File: config.mk
export PLATFORM = sky130hd
export DESIGN_NAME = kmp_stream_matcher
export DESIGN_NICKNAME = d
export VERILOG_FILES = /design/src/rtl/kmp_stream_matcher.sv
export SDC_FILE = /design/constraint.sdc
export NUM_CORES = 1
export LEC_CHECK = 0
export BUFFER_PORTS_ARGS = -buffer_cell sky130_fd_sc_hd__buf_4
export CAP_MARGIN = 20
export CORE_ASPECT_RATIO = 0.6
export CORE_MARGIN = 5
export CORE_UTILIZATION = 52
export CTS_CLUSTER_DIAMETER = 150
export DETAILED_ROUTE_END_ITERATION = 10
export HOLD_SLACK_MARGIN = 0.15
export PLACE_DENSITY = 0.78
export SLEW_MARGIN = 20
export SYNTH_ARGS = -nofsm -noshare
export SYNTH_HDL_FRONTEND = slang
export SYNTH_SLANG_ARGS = --single-unit
File: constraint.sdc
create_clock -name clk -period 3.8 [get_ports clk]
set_input_delay 0.19 -clock clk [delete_from_list [all_inputs] [get_ports clk]]
set_output_delay 0.19 -clock clk [all_outputs]
set_load 0.01 [all_outputs]
File: src/rtl/kmp_stream_matcher.sv
// kmp_stream_matcher: Knuth-Morris-Pratt streaming string matcher.
// The pattern is written into an internal RAM. A start pulse builds the
// failure (prefix) table in BUILD, then text is streamed in MATCH over a
// valid/ready handshake.
//
// Ports:
//   clk, rst        clock, asynchronous active-high reset
//   pat_we/addr/data pattern RAM write port (IDLE only)
//   pat_len         pattern length, sampled on start
//   start           begin a run (IDLE only)
//   txt_valid/data/last, txt_ready   text stream handshake (txt_ready is combinational)
//   match_valid     one-cycle pulse per match
//   match_pos       text index of the first character of the last match
//   match_count     saturating match count since the last start
//   busy            high in BUILD and MATCH
//   done            one-cycle pulse at end of run
//   err             invalid pat_len at start; held until the next start
//
// Build option: define KMP_NOOVERLAP_EN to restart the search at pattern
// index 0 after a match (non-overlapping matches only).
`timescale 1ns/1ps
module kmp_stream_matcher #(
  parameter int unsigned CHAR_W  = 8,
  parameter int unsigned MAX_PAT = 16,
  parameter int unsigned POS_W   = 16
) (
  input  logic                         clk,
  input  logic                         rst,
  input  logic                         pat_we,
  input  logic [$clog2(MAX_PAT)-1:0]   pat_addr,
  input  logic [CHAR_W-1:0]            pat_data,
  input  logic [$clog2(MAX_PAT+1)-1:0] pat_len,
  input  logic                         start,
  input  logic                         txt_valid,
  input  logic [CHAR_W-1:0]            txt_data,
  input  logic                         txt_last,
  output logic                         txt_ready,
  output logic                         match_valid,
  output logic [POS_W-1:0]             match_pos,
  output logic [POS_W-1:0]             match_count,
  output logic                         busy,
  output logic                         done,
  output logic                         err
);

  localparam int unsigned ADDR_W = $clog2(MAX_PAT);
  localparam int unsigned LEN_W  = $clog2(MAX_PAT + 1);

  localparam logic [1:0] S_IDLE  = 2'd0;
  localparam logic [1:0] S_BUILD = 2'd1;
  localparam logic [1:0] S_MATCH = 2'd2;
  localparam logic [1:0] S_DONE  = 2'd3;

  logic [1:0]        state_q, state_d;
  logic [CHAR_W-1:0] pat_mem  [MAX_PAT];
  logic [LEN_W-1:0]  fail_mem [MAX_PAT];
  logic [LEN_W-1:0]  len_q, i_q, k_q, j_q;
  logic [POS_W-1:0]  txt_pos_q;

  logic             len_bad_c, bld_eq_c, bld_adv_c, bld_fin_c;
  logic             chr_eq_c, at_end_c, accept_c, hit_c, fallback_c;
  logic [LEN_W-1:0] j_after_hit_c;

  // State register
  always_ff @(posedge clk or posedge rst) begin
    if (rst) state_q <= S_IDLE;
    else     state_q <= state_d;
  end

  // Next state, handshake and datapath decode
  always_comb begin
    state_d   = state_q;
    txt_ready = 1'b0;
    len_bad_c = (pat_len == '0) || (32'(pat_len) > MAX_PAT);
    bld_eq_c  = pat_mem[ADDR_W'(i_q)] == pat_mem[ADDR_W'(k_q)];
    // A build step that writes fail[i] also advances i; the last such step ends BUILD.
    bld_adv_c = bld_eq_c || (k_q == '0);
    bld_fin_c = (i_q == len_q) || (bld_adv_c && ((i_q + LEN_W'(1)) == len_q));
    chr_eq_c  = txt_data == pat_mem[ADDR_W'(j_q)];
    at_end_c  = j_q == (len_q - LEN_W'(1));
`ifdef KMP_NOOVERLAP_EN
    j_after_hit_c = '0;
`else
    j_after_hit_c = fail_mem[ADDR_W'(len_q - LEN_W'(1))];
`endif
    case (state_q)
      S_IDLE:  if (start) state_d = len_bad_c ? S_DONE : S_BUILD;
      S_BUILD: if (bld_fin_c) state_d = S_MATCH;
      S_MATCH: begin
        // A mismatch with j>0 stalls the character so it is re-compared after fallback.
        txt_ready = txt_valid && (chr_eq_c || (j_q == '0));
        if (txt_ready && txt_last) state_d = S_DONE;
      end
      default: state_d = S_IDLE;
    endcase
    accept_c   = txt_ready;
    hit_c      = accept_c && chr_eq_c && at_end_c;
    fallback_c = (state_q == S_MATCH) && txt_valid && !chr_eq_c && (j_q != '0);
  end

  // Pattern RAM and failure table (not reset)
  always_ff @(posedge clk) begin
    if ((state_q == S_IDLE) && pat_we && (32'(pat_addr) < MAX_PAT))
      pat_mem[pat_addr] <= pat_data;
    if ((state_q == S_IDLE) && start && !len_bad_c)
      fail_mem[0] <= '0;
    if ((state_q == S_BUILD) && (i_q != len_q) && bld_adv_c)
      fail_mem[ADDR_W'(i_q)] <= bld_eq_c ? (k_q + LEN_W'(1)) : '0;
  end

  // Indices, text position and registered outputs
  always_ff @(posedge clk or posedge rst) begin
    if (rst) begin
      len_q       <= '0;
      i_q         <= '0;
      k_q         <= '0;
      j_q         <= '0;
      txt_pos_q   <= '0;
      match_valid <= 1'b0;
      match_pos   <= '0;
      match_count <= '0;
      busy        <= 1'b0;
      done        <= 1'b0;
      err         <= 1'b0;
    end else begin
      match_valid <= hit_c;
      done        <= state_d == S_DONE;
      busy        <= (state_d == S_BUILD) || (state_d == S_MATCH);
      case (state_q)
        S_IDLE: begin
          if (start) begin
            if (len_bad_c) begin
              err <= 1'b1;
            end else begin
              err         <= 1'b0;
              len_q       <= pat_len;
              match_count <= '0;
              match_pos   <= '0;
              txt_pos_q   <= '0;
              i_q         <= LEN_W'(1);
              k_q         <= '0;
              j_q         <= '0;
            end
          end
        end
        S_BUILD: begin
          if (i_q != len_q) begin
            if (bld_eq_c) begin
              k_q <= k_q + LEN_W'(1);
              i_q <= i_q + LEN_W'(1);
            end else if (k_q != '0) begin
              k_q <= fail_mem[ADDR_W'(k_q - LEN_W'(1))];
            end else begin
              i_q <= i_q + LEN_W'(1);
            end
          end
        end
        S_MATCH: begin
          if (accept_c) begin
            txt_pos_q <= txt_pos_q + POS_W'(1);
            if (chr_eq_c) j_q <= at_end_c ? j_after_hit_c : (j_q + LEN_W'(1));
          end else if (fallback_c) begin
            j_q <= fail_mem[ADDR_W'(j_q - LEN_W'(1))];
          end
          if (hit_c) begin
            match_pos <= txt_pos_q - POS_W'(len_q) + POS_W'(1);
            if (match_count != '1) match_count <= match_count + POS_W'(1);
          end
        end
        default: ;
      endcase
    end
  end

endmodule

== Word-level counts from Yosys, hierarchy flattened ==
Memories as Yosys holds them, arrays and structs flattened.
Index checks and enable logic that the tools add are counted.
W data, S select, Z words.
Word-level totals
  register bits: 74
  bits in latches: 0
  memory bits (writable): 208
  bits in read-only memories: 0
  input port bits: 31
  output and inout bits: 37
  word-level logic and storage cells: 128
  memories: 2
Memories
  pat_mem: words 16, bits a word 8, rd ports 3, clocked after Yosys merged registers in 0, write ports 1, line 55  | logic [CHAR_W-1:0] pat_mem [MAX_PAT];
  fail_mem: words 16, bits a word 5, rd ports 3, clocked after Yosys merged registers in 0, write ports 1, line 56  | logic [LEN_W-1:0] fail_mem [MAX_PAT];
Cells by class
  add/subtract/negate cells: 10
  $mul: 0
  div/mod/pow operators: 0
  magnitude comparators: 1
  equal/unequal tests: 22
  shifts and indexed selects: 0
  muxes and demuxes: 43
  bitwise gates (word level): 1
  reductions and logical operators: 37
Operators by type and width (count)
  $mux W16: 6
  $pmux W16 S2: 3
  $mux W5: 16
  $add A16 B1 Y16 const B: 3
  $pmux W5 S2: 3
  $reduce_and A5 Y1: 4
  $eq A8 B8 Y1: 2
  $ne A16 B16 Y1 const B: 1
  $sub A16 B5 Y16: 1
  $add A5 B1 Y5 const B: 3
  $eq A5 B5 Y1: 3
  $logic_not A5 Y1: 3
  $logic_and A1 B1 Y1: 13
  $reduce_bool A5 Y1: 2
  $mux W1: 9
  $ne A3 B3 Y1 const B: 3
  $mux W2: 4
  $ne A2 B2 Y1 const B: 4
  $reduce_and A4 Y1: 2
  $sub A4 B1 Y4 const B: 2
  $eq A2 B2 Y1 const B: 3
  $pmux W2 S3: 1
  $gt A5 B5 Y1 const B: 1
  $logic_or A1 B1 Y1: 5
  other kinds (13): 17

== Longest topological paths before layout ==
Gate-level depths: netlist (run 1).
An unclocked memory read counts as a cell.
  depth in word-level cells: 9
  depth in mapped cells: 16
  depth with buffers taken out: 14

== Least setup slack after synthesis (run 1) ==
Ideal clock, no wire load.
  path type: reg-to-reg
  from: reg len_q[0]
  to: reg match_count[9]
  library setup time: 0.078 ns
  arrival: 3.754 ns
  setup slack: -0.031 ns
  cell stages (with the launch flop): 15
  path buffers: 3
  cells stage by stage: dfrtp_1 > clkbuf_1 > buf_2 > buf_2 > inv_1 > ha_1 > xnor2_2 > xor2_1 > nand4_2 > nor2_1 > o2111ai_1 > nor4_4 > o21ai_2 > or4_1 > a21oi_1
Between the ends
  cells in the longest elaborated chain, start to end: 5
Ends and longest elaborated chain
  start, declared: line 57  | logic [LEN_W-1:0] len_q, i_q, k_q, j_q;
  start signal, assigned: line 136  | len_q <= pat_len;
  $sub A5 B1 Y5
  $eq A5 B5 Y1: line 80  | at_end_c = j_q == (len_q - LEN_W'(1));
  $logic_and A1 B1 Y1: line 97  | hit_c = accept_c && chr_eq_c && at_end_c;
  $ne A2 B2 Y1 (no source line)
  $reduce_and A5 Y1 (no source line)
  end signal, assigned: line 167  | if (match_count != '1) match_count <= match_count + POS_W'(1);
  end, declared: line 40  | output logic [POS_W-1:0] match_count,
No other way between the ends.
A chain may end at the register's enable or synchronous reset.

== Worst setup path after layout (run 1) ==
  from: reg k_q[0]
  to: mem fail_mem[8][1] in the netlist's numbering, enable pin
Between the ends
  cells in the longest elaborated chain, start to end: 8
Ends and longest elaborated chain
  start, declared: line 57
  start signal, assigned: line 149  | k_q <= k_q + LEN_W'(1);
  start signal, assigned: line 152  | k_q <= fail_mem[ADDR_W'(k_q - LEN_W'(1))];
  $mem_v2 Z16 W8
  $eq A8 B8 Y1: line 75  | bld_eq_c = pat_mem[ADDR_W'(i_q)] == pat_mem[ADDR_W'(k_q)];
  $logic_or A1 B1 Y1 *: line 77  | bld_adv_c = bld_eq_c || (k_q == '0);
  $logic_and A1 B1 Y1 *: line 107  | if ((state_q == S_BUILD) && (i_q != len_q) && bld_adv_c)
  $mux W1 *: line 107
  $mux W1 *: line 108  | fail_mem[ADDR_W'(i_q)] <= bld_eq_c ? (k_q + LEN_W'(1)) : '0;
  $reduce_or A5 Y1 (no source line)
  $mux W4 (no source line) / $mux W1 (equally long branches)
  end, declared: line 56
Mark *: on every way between the ends. The rest lies on a longest branch, timed or not.

==> results of run 1 <==
## area by class of cell
class,instances,area share
Antenna cell,1,0.000127
Clock buffer,39,0.0421
Clock inverter,12,0.00871
Inverter,34,0.00661
Multi-Input combinational cell,791,0.420
Sequential cell,282,0.412
Tap cell,416,0.0264
Timing Repair Buffer,190,0.0836
## per-layer routing
metal,wire (um),vias up,track usage
met5,62,-,0.0138
met4,842,2,0.0423
met3,6950,73,0.118
met2,19900,788,0.360
met1,19400,5994,0.382
li1,-,4972,-
## logic make-up after synthesis
family / share of synthesized area
flip-flops: 0.484
AND/OR/NAND/NOR: 0.0873
AO/OA/AOI/OAI: 0.0655
buffers and inverters: 0.0292
multiplexers: 0.263
adder cells (fa/ha/maj): 0.0304
XOR/XNOR: 0.0406
## sequential cells by signal (all words and copies together), names as in the netlist
name,cells
len_q,5
i_q,5
j_q,5
busy,1
err,1
txt_pos_q,16
state_q,2
fail_mem,80
match_valid,1
pat_mem,128
done,1
match_pos,16
match_count,16
k_q,5
## through the flow
stage	std cells	util	hold slack [ps]
after detailed placement	1681	0.577	345
after global routing	1765	0.625	187
after floorplan	1180	-	289
after global placement	1681	0.577	339
after CTS	1758	0.618	152
final	1765	0.625	180
## synth_stat cells, types with 9 or more instances
| cell type | n |
|---|---|
| dfrtp_1 | 74 |
| nand2b_1 | 14 |
| buf_2 | 18 |
| a21oi_1 | 31 |
| mux2_2 | 14 |
| xor2_1 | 30 |
| and3_1 | 9 |
| or3_1 | 11 |
| mux2i_1 | 38 |
| inv_1 | 33 |
| buf_1 | 12 |
| nor2_1 | 68 |
| nand2_1 | 90 |
| clkbuf_1 | 33 |
| a31oi_1 | 10 |
| nand3_1 | 22 |
| o21ai_0 | 47 |
| nor3_1 | 18 |
| ha_1 | 39 |
| mux4_2 | 171 |
| xnor2_1 | 43 |
| edfxtp_1 | 208 |
| o211ai_1 | 9 |
## tightest hold or removal path, stage by stage
cell,delay (ps)
buf_4,120
nor3_1,60
buf_4,190
## path summary, 6_finish.rpt
check / end / slack, ps / depth (start not counted)
worst max-delay path: fail_mem[8][1] / -40 / 13
worst min-delay path: pat_mem[1][3] / 180 / 3
worst max register to register: fail_mem[8][1] / -40 / 13
worst min register to register: match_pos[1] / 490 / 2
max in group asynchronous: txt_pos_q[9] / 2580 / 4
min in group asynchronous: match_count[7] / 310 / 3
## report_power, final
group          internal (mW)  total [mW]  switching (mW)
Sequential              3.53        3.88           0.347
Combinational           3.13        6.78            3.66
Clock                   1.80        3.00            1.21
Total                   8.45        13.7            5.21
## repair_timing
action,in CTS,in global routing
pin swaps,0,10
buffers inserted,7,7
endpoints found under the setup margin,69,158
gates resized for setup,2,32
hold endpoints to repair,185,0
hold buffers,19,0
==> results.md, run 1 <==
- Run status: complete, but fails checks
- Failing checks: negative setup slack
- CTS buffer count: 28
- Htree depth: 1
- Crit-path cells: buf_4 -> buf_12 -> mux4_2 -> mux4_2 -> xor2_2 -> nor4_4 -> buf_4 -> nand4_1 -> nand2_2 -> nand2_2 -> or3_4 -> nor3_4 -> buf_6
- F_max: between 200 and 300 MHz
- Worst EP arrival: just over 4000 ps
- RSZ-0062 raised after global routing: yes
- Initial Utilization: 0.531
- Overall power: 13.7 mW
- HPWL Detailed: between 30 and 40 mm
- Area after DPL: 18,200 um^2
- Layout cells sized above 1: 0.334
- LEAKAGE: just under 7 nW
- Routed WL per cell: 26.7 um
- EDFF count, synth: roughly 210
- Final net count: approximately 1,400
- Routability cong.: slightly above 0.9
- Via count: 11,800
- Worst Max-Slew Pin Slew: roughly 900 ps
- Layout area overhead: 17.7%
- Final setup viols: 10
- Post-synth top area share: 0.374
- Final min period: 3840 ps
- CP Max Fanout: 10
- Type of the most critical hold path: primary input to register
- Syn. warnings: 0
- Setup ws final: -44.7 ps
- Max Cap Viol: 0
- Reg area: 8110 um^2
- Slew Viols, Final: 0
- Clock Tree Root: clkbuf_16
- Mapped Nets: ~1,300
- Critical path startpoint category: register
- Die W: between 200 and 250 um
- Relative slew slack: 0.387
- Ys flop type: edfxtp_1
- Number of remaining DRC errors: 0
- Slowest CP cell: mux4_2
- Fill count: ~2,300
- R2R Path Start: k_q[0]
- CP endpoint kind: register
- DRT Pass-1 Iters: 8
- Worst-path clk slew: around 70 ps
- Critical path class: register to register
- Drt first-iter violations: 1,692
- Final WL: 47.1 mm
- Row count: 50
- Die Area: 35,900 um^2
- Crit-path max cell delay: roughly 500 ps
- Endpoints failing hold: 0
- Max Clock Skew: between 15 and 20 ps
- Post-Syn Area per Cell: around 14 um^2
- Synth area leaders: edfxtp_1 37%, mux4_2 23%, dfrtp_1 11%
- Vias in the first global route: roughly 11,000
- Area of the multi-input gates: ~8300 um^2
- Req. time, crit path: just over 4000 ps
- CTS tree: done
- Num ports: 68
- Top Family by Delay on Critical Path: simple AND/OR/NAND/NOR gates
- Core Footprint: 31,500 um^2
- Die Y: about 150 um
- Cells after Synth: approximately 1,200
- Synthesized area: ~17,000 um^2
- Antenna violations before repair: 1
- Largest net degree at the start of global routing: 45
- Commonest non-fill, non-tap cell in the layout: edfxtp_1
- Vias per inst: 6.70
- Clk buf depth: 3
- Synth Register Bits: 282
- Hold Startpoint: pat_addr[3]
- Beginning of the critical path: k_q[0]
- Cell taking the most area after synthesis: edfxtp_1
- First-pass GRT wire length: slightly above 70 mm
- Most frequent cells in the layout: 208 x edfxtp_1, 171 x mux4_2, 152 x buf_4, 89 x nand2_1, 69 x dfrtp_1
- Final setup TNS: -304 ps
- Async SR Flop Fraction: 0.262
- Cell variety after synth: 76
- GRT Resource Usage Total: 0.259
- Final worst path period share: 1.01
- Power per Cell Area: slightly below 700 nW/um^2
- ANT nets after route: 0
- GRT Residual Overflow: 0
- Fin area: 19,700 um^2
- PortBufs: 67
- Setup WS pre-CTS: -23.5 ps
- Sink Count: between 200 and 300
- Register area share after synthesis: 0.484
- Clock Latency Late Sink: around 560 ps
- Buf/Inv on CP: 4
- IR drop worst, VDD: roughly 0.00043 V
(Power assumes the default switching activity.)
==> run 2, diff against run 1 <==
Clock period 3.8 ns to 3.4 ns, I/O delays scaled along.
==> results.md, run 2 (synthesis gave the netlist of run 1 again) <==
- Setup ws final: -225 ps (was -44.7 ps)
- Via count: 12,200 (was 11,800)
- Critical path class: register to register (unchanged)
- Vias per inst: 6.68 (was 6.70)
- Final net count: 1,455 (was 1,398)
- Max reg flops: 128 (unchanged)
- Routed WL per cell: 26.8 um (was 26.7 um)
- Overall power: 15.9 mW (was 13.7 mW)
- Final core occ: 0.652 (was 0.625)
- Worst-path clk slew: 70 ps (about the same)
- Type of the most critical hold path: primary input to register (unchanged)
- Top Family by Delay on Critical Path: multiplexers (was simple AND/OR/NAND/NOR gates)
- Die Area: 35,900 um^2 (unchanged)
- Clk buf depth: 3 (unchanged)
- Antenna violations before repair: 2 (was 1)
- Die W: 241 um (unchanged)
- CP endpoint kind: register (unchanged)
- CTS tree: done (unchanged)
- RSZ-0062 raised after global routing: yes (unchanged)
- Endpoints failing hold: 0 (unchanged)
- Fill count: 2,191 (was 2,266)
- LEAKAGE: 7.17 nW (was 6.84 nW)
- Inst Count DP: 1,714 (was 1,681)
- Most frequent cells in the layout: 208 x edfxtp_1, 188 x buf_4, 171 x mux4_2, 88 x nand2_1, 67 x dfrtp_1 (was 208 x edfxtp_1, 171 x mux4_2, 152 x buf_4, 89 x nand2_1, 69 x dfrtp_1)
- HPWL Detailed: 34.6 mm (was 33.8 mm)
- Final setup viols: 132 (was 10)
- Worst EP arrival: 4060 ps (was 4120 ps)
- Layout cells sized above 1: 0.386 (was 0.334)
- Fin cells: 1,822 (was 1,765)
- Area of the multi-input gates: 8570 um^2 (was 8270 um^2)
- Regs by FF count: pat_mem x128, fail_mem x80 (unchanged)
- R2R cell count: 13 (unchanged)
- Power per Cell Area: 777 nW/um^2 (was 694 nW/um^2)
- Crit-path max cell delay: 520 ps (was 500 ps)
- Final WL: 48.8 mm (was 47.1 mm)
- Req. time, crit path: 3840 ps (was 4080 ps)
- Core Footprint: 31,500 um^2 (unchanged)
- CP Max Fanout: 13 (was 10)
- Htree depth: 1 (unchanged)
- Worst Max-Slew Pin Slew: 798 ps (was 912 ps)
- GRT Resource Usage Total: 0.264 (was 0.259)
- WHS Path Cells: 3 (unchanged)
- Initial Utilization: 0.531 (unchanged)
- Area after DPL: 18,600 um^2 (was 18,200 um^2)
- Relative slew slack: 0.466 (was 0.387)
- Clock Tree Root: clkbuf_16 (unchanged)
- Crit-path cells: buf_12 -> mux4_2 -> mux4_2 -> xor2_1 -> nor4_2 -> buf_4 -> nand4_1 -> nand2_2 -> buf_4 -> and4_1 -> nor2_1 -> a221o_1 -> ha_1 (was buf_4 -> buf_12 -> mux4_2 -> mux4_2 -> xor2_2 -> nor4_4 -> buf_4 -> nand4_1 -> nand2_2 -> nand2_2 -> or3_4 -> nor3_4 -> buf_6)
- Fin area: 20,500 um^2 (was 19,700 um^2)
- Clock Latency Late Sink: 570 ps (was 560 ps)
- Row count: 50 (unchanged)
- Die Y: 149 um (unchanged)
- First-pass GRT wire length: 72.1 mm (was 70.7 mm)
- Drt first-iter violations: 1,626 (was 1,692)
- Max Cap Viol: 0 (unchanged)
- PortBufs: 67 (unchanged)
- Critical path startpoint category: register (unchanged)
- GRT Residual Overflow: 0 (unchanged)
- Number of remaining DRC errors: 0 (unchanged)
- DRT Pass-1 Iters: 5 (was 8)
- Reg with most FFs: pat_mem (unchanged)
- Routability cong.: 0.989 (was 0.926)
- Largest net degree at the start of global routing: 44 (was 45)
- ANT nets after route: 0 (unchanged)
- Sink Count: 282 (unchanged)
- Setup WS pre-CTS: -370 ps (was -23.5 ps)
- Slew Viols, Final: 0 (unchanged)
- Number of cells on the critical path: 13 (unchanged)
- IR drop worst, VDD: 0.000683 V (was 0.000425 V)
- F_max: 276 MHz (was 260 MHz)
- Layout area overhead: 22.7% (was 17.7%)
- Final worst path period share: 1.07 (was 1.01)
- Failing checks: negative setup slack (unchanged)
- Final min period: 3630 ps (was 3840 ps)
- Num ports: 68 (unchanged)
- Reg area: 8110 um^2 (unchanged)
- Commonest non-fill, non-tap cell in the layout: edfxtp_1 (unchanged)
- Run status: complete, but fails checks (unchanged)
- Slowest CP cell: mux4_2 (unchanged)
- CTS buffer count: 27 (was 28)
- Vias in the first global route: 11,500 (about the same)
- Buf/Inv on CP: 3 (was 4)
- Max Clock Skew: 18.6 ps (was 15.2 ps)
==> run 2: changes by cell type in the layout (fill, tap and decap cells not counted), sizes merged <==
cell / delta
buf: +57
clkbuf: -6
clkinv: +3
clkinvlp: +3
bufinv: -1
dlygate4sd3: +1
==> run 2: timing repair <==
item,in CTS,in global routing
endpoints found under the setup margin,192,196
hold endpoints to repair,211,0
setup buffers,9,26
cloned,1,1
resized for setup,20,78
hold buffers,20,0
pin swaps,4,27
==> run 2: worst paths after layout <==
kind                         startpoint              to  slack, ps
setup reg to reg                 k_q[0]            busy       -230
hold reg to reg            match_pos[1]    match_pos[1]        500
max in group asynchronous           rst    txt_pos_q[9]       2170
hold / removal              pat_addr[0]   pat_mem[5][0]        190
min in group asynchronous           rst  match_count[9]        290
setup / recovery                 k_q[0]            busy       -230
==> run 2: through the flow <==
| step | hold slack, ps | TNS [ps] |
|---|---|---|
| finish | 189 | -11840 |
| global route | 218 | -22840 |
| CTS | 177 | -6580 |
| detailed placement | 325 | -43100 |
| global placement | 328 | -27230 |
| floorplan | 269 | -2310 |
==> run 2: final cells by class <==
type / instances / area share
multi-input combinational: 791 / 0.418
tap: 416 / 0.0254
clock buffer: 33 / 0.0362
clock inverter: 17 / 0.00903
antenna: 1 / 0.000122
timing repair buffer: 248 / 0.110
inverter: 34 / 0.00653
sequential: 282 / 0.395
==> run 2: per-layer routing <==
| layer | vias to the layer above | track usage | routed length [um] |
|---|---|---|---|
| li1 | 5112 | - | - |
| met1 | 6095 | 0.399 | 19700 |
| met2 | 869 | 0.365 | 20600 |
| met3 | 86 | 0.111 | 7410 |
| met4 | 4 | 0.0428 | 1010 |
| met5 | - | 0.0152 | 83 |
==> run 2: tightest hold or removal path: cells and delay by family <==
kind | cells | cell delay (ps)
buf+inv | 1 | 120
simple gates | 2 | 260
==> run 2: report_power, final <==
| part | internal (mW) | leakage [nW] | switching (mW) |
|---|---|---|---|
| Combinational | 4.04 | 4.01 | 4.43 |
| Clock | 1.80 | 0.448 | 1.36 |
| Sequential | 3.95 | 2.72 | 0.366 |
| Total | 9.79 | 7.17 | 6.16 |
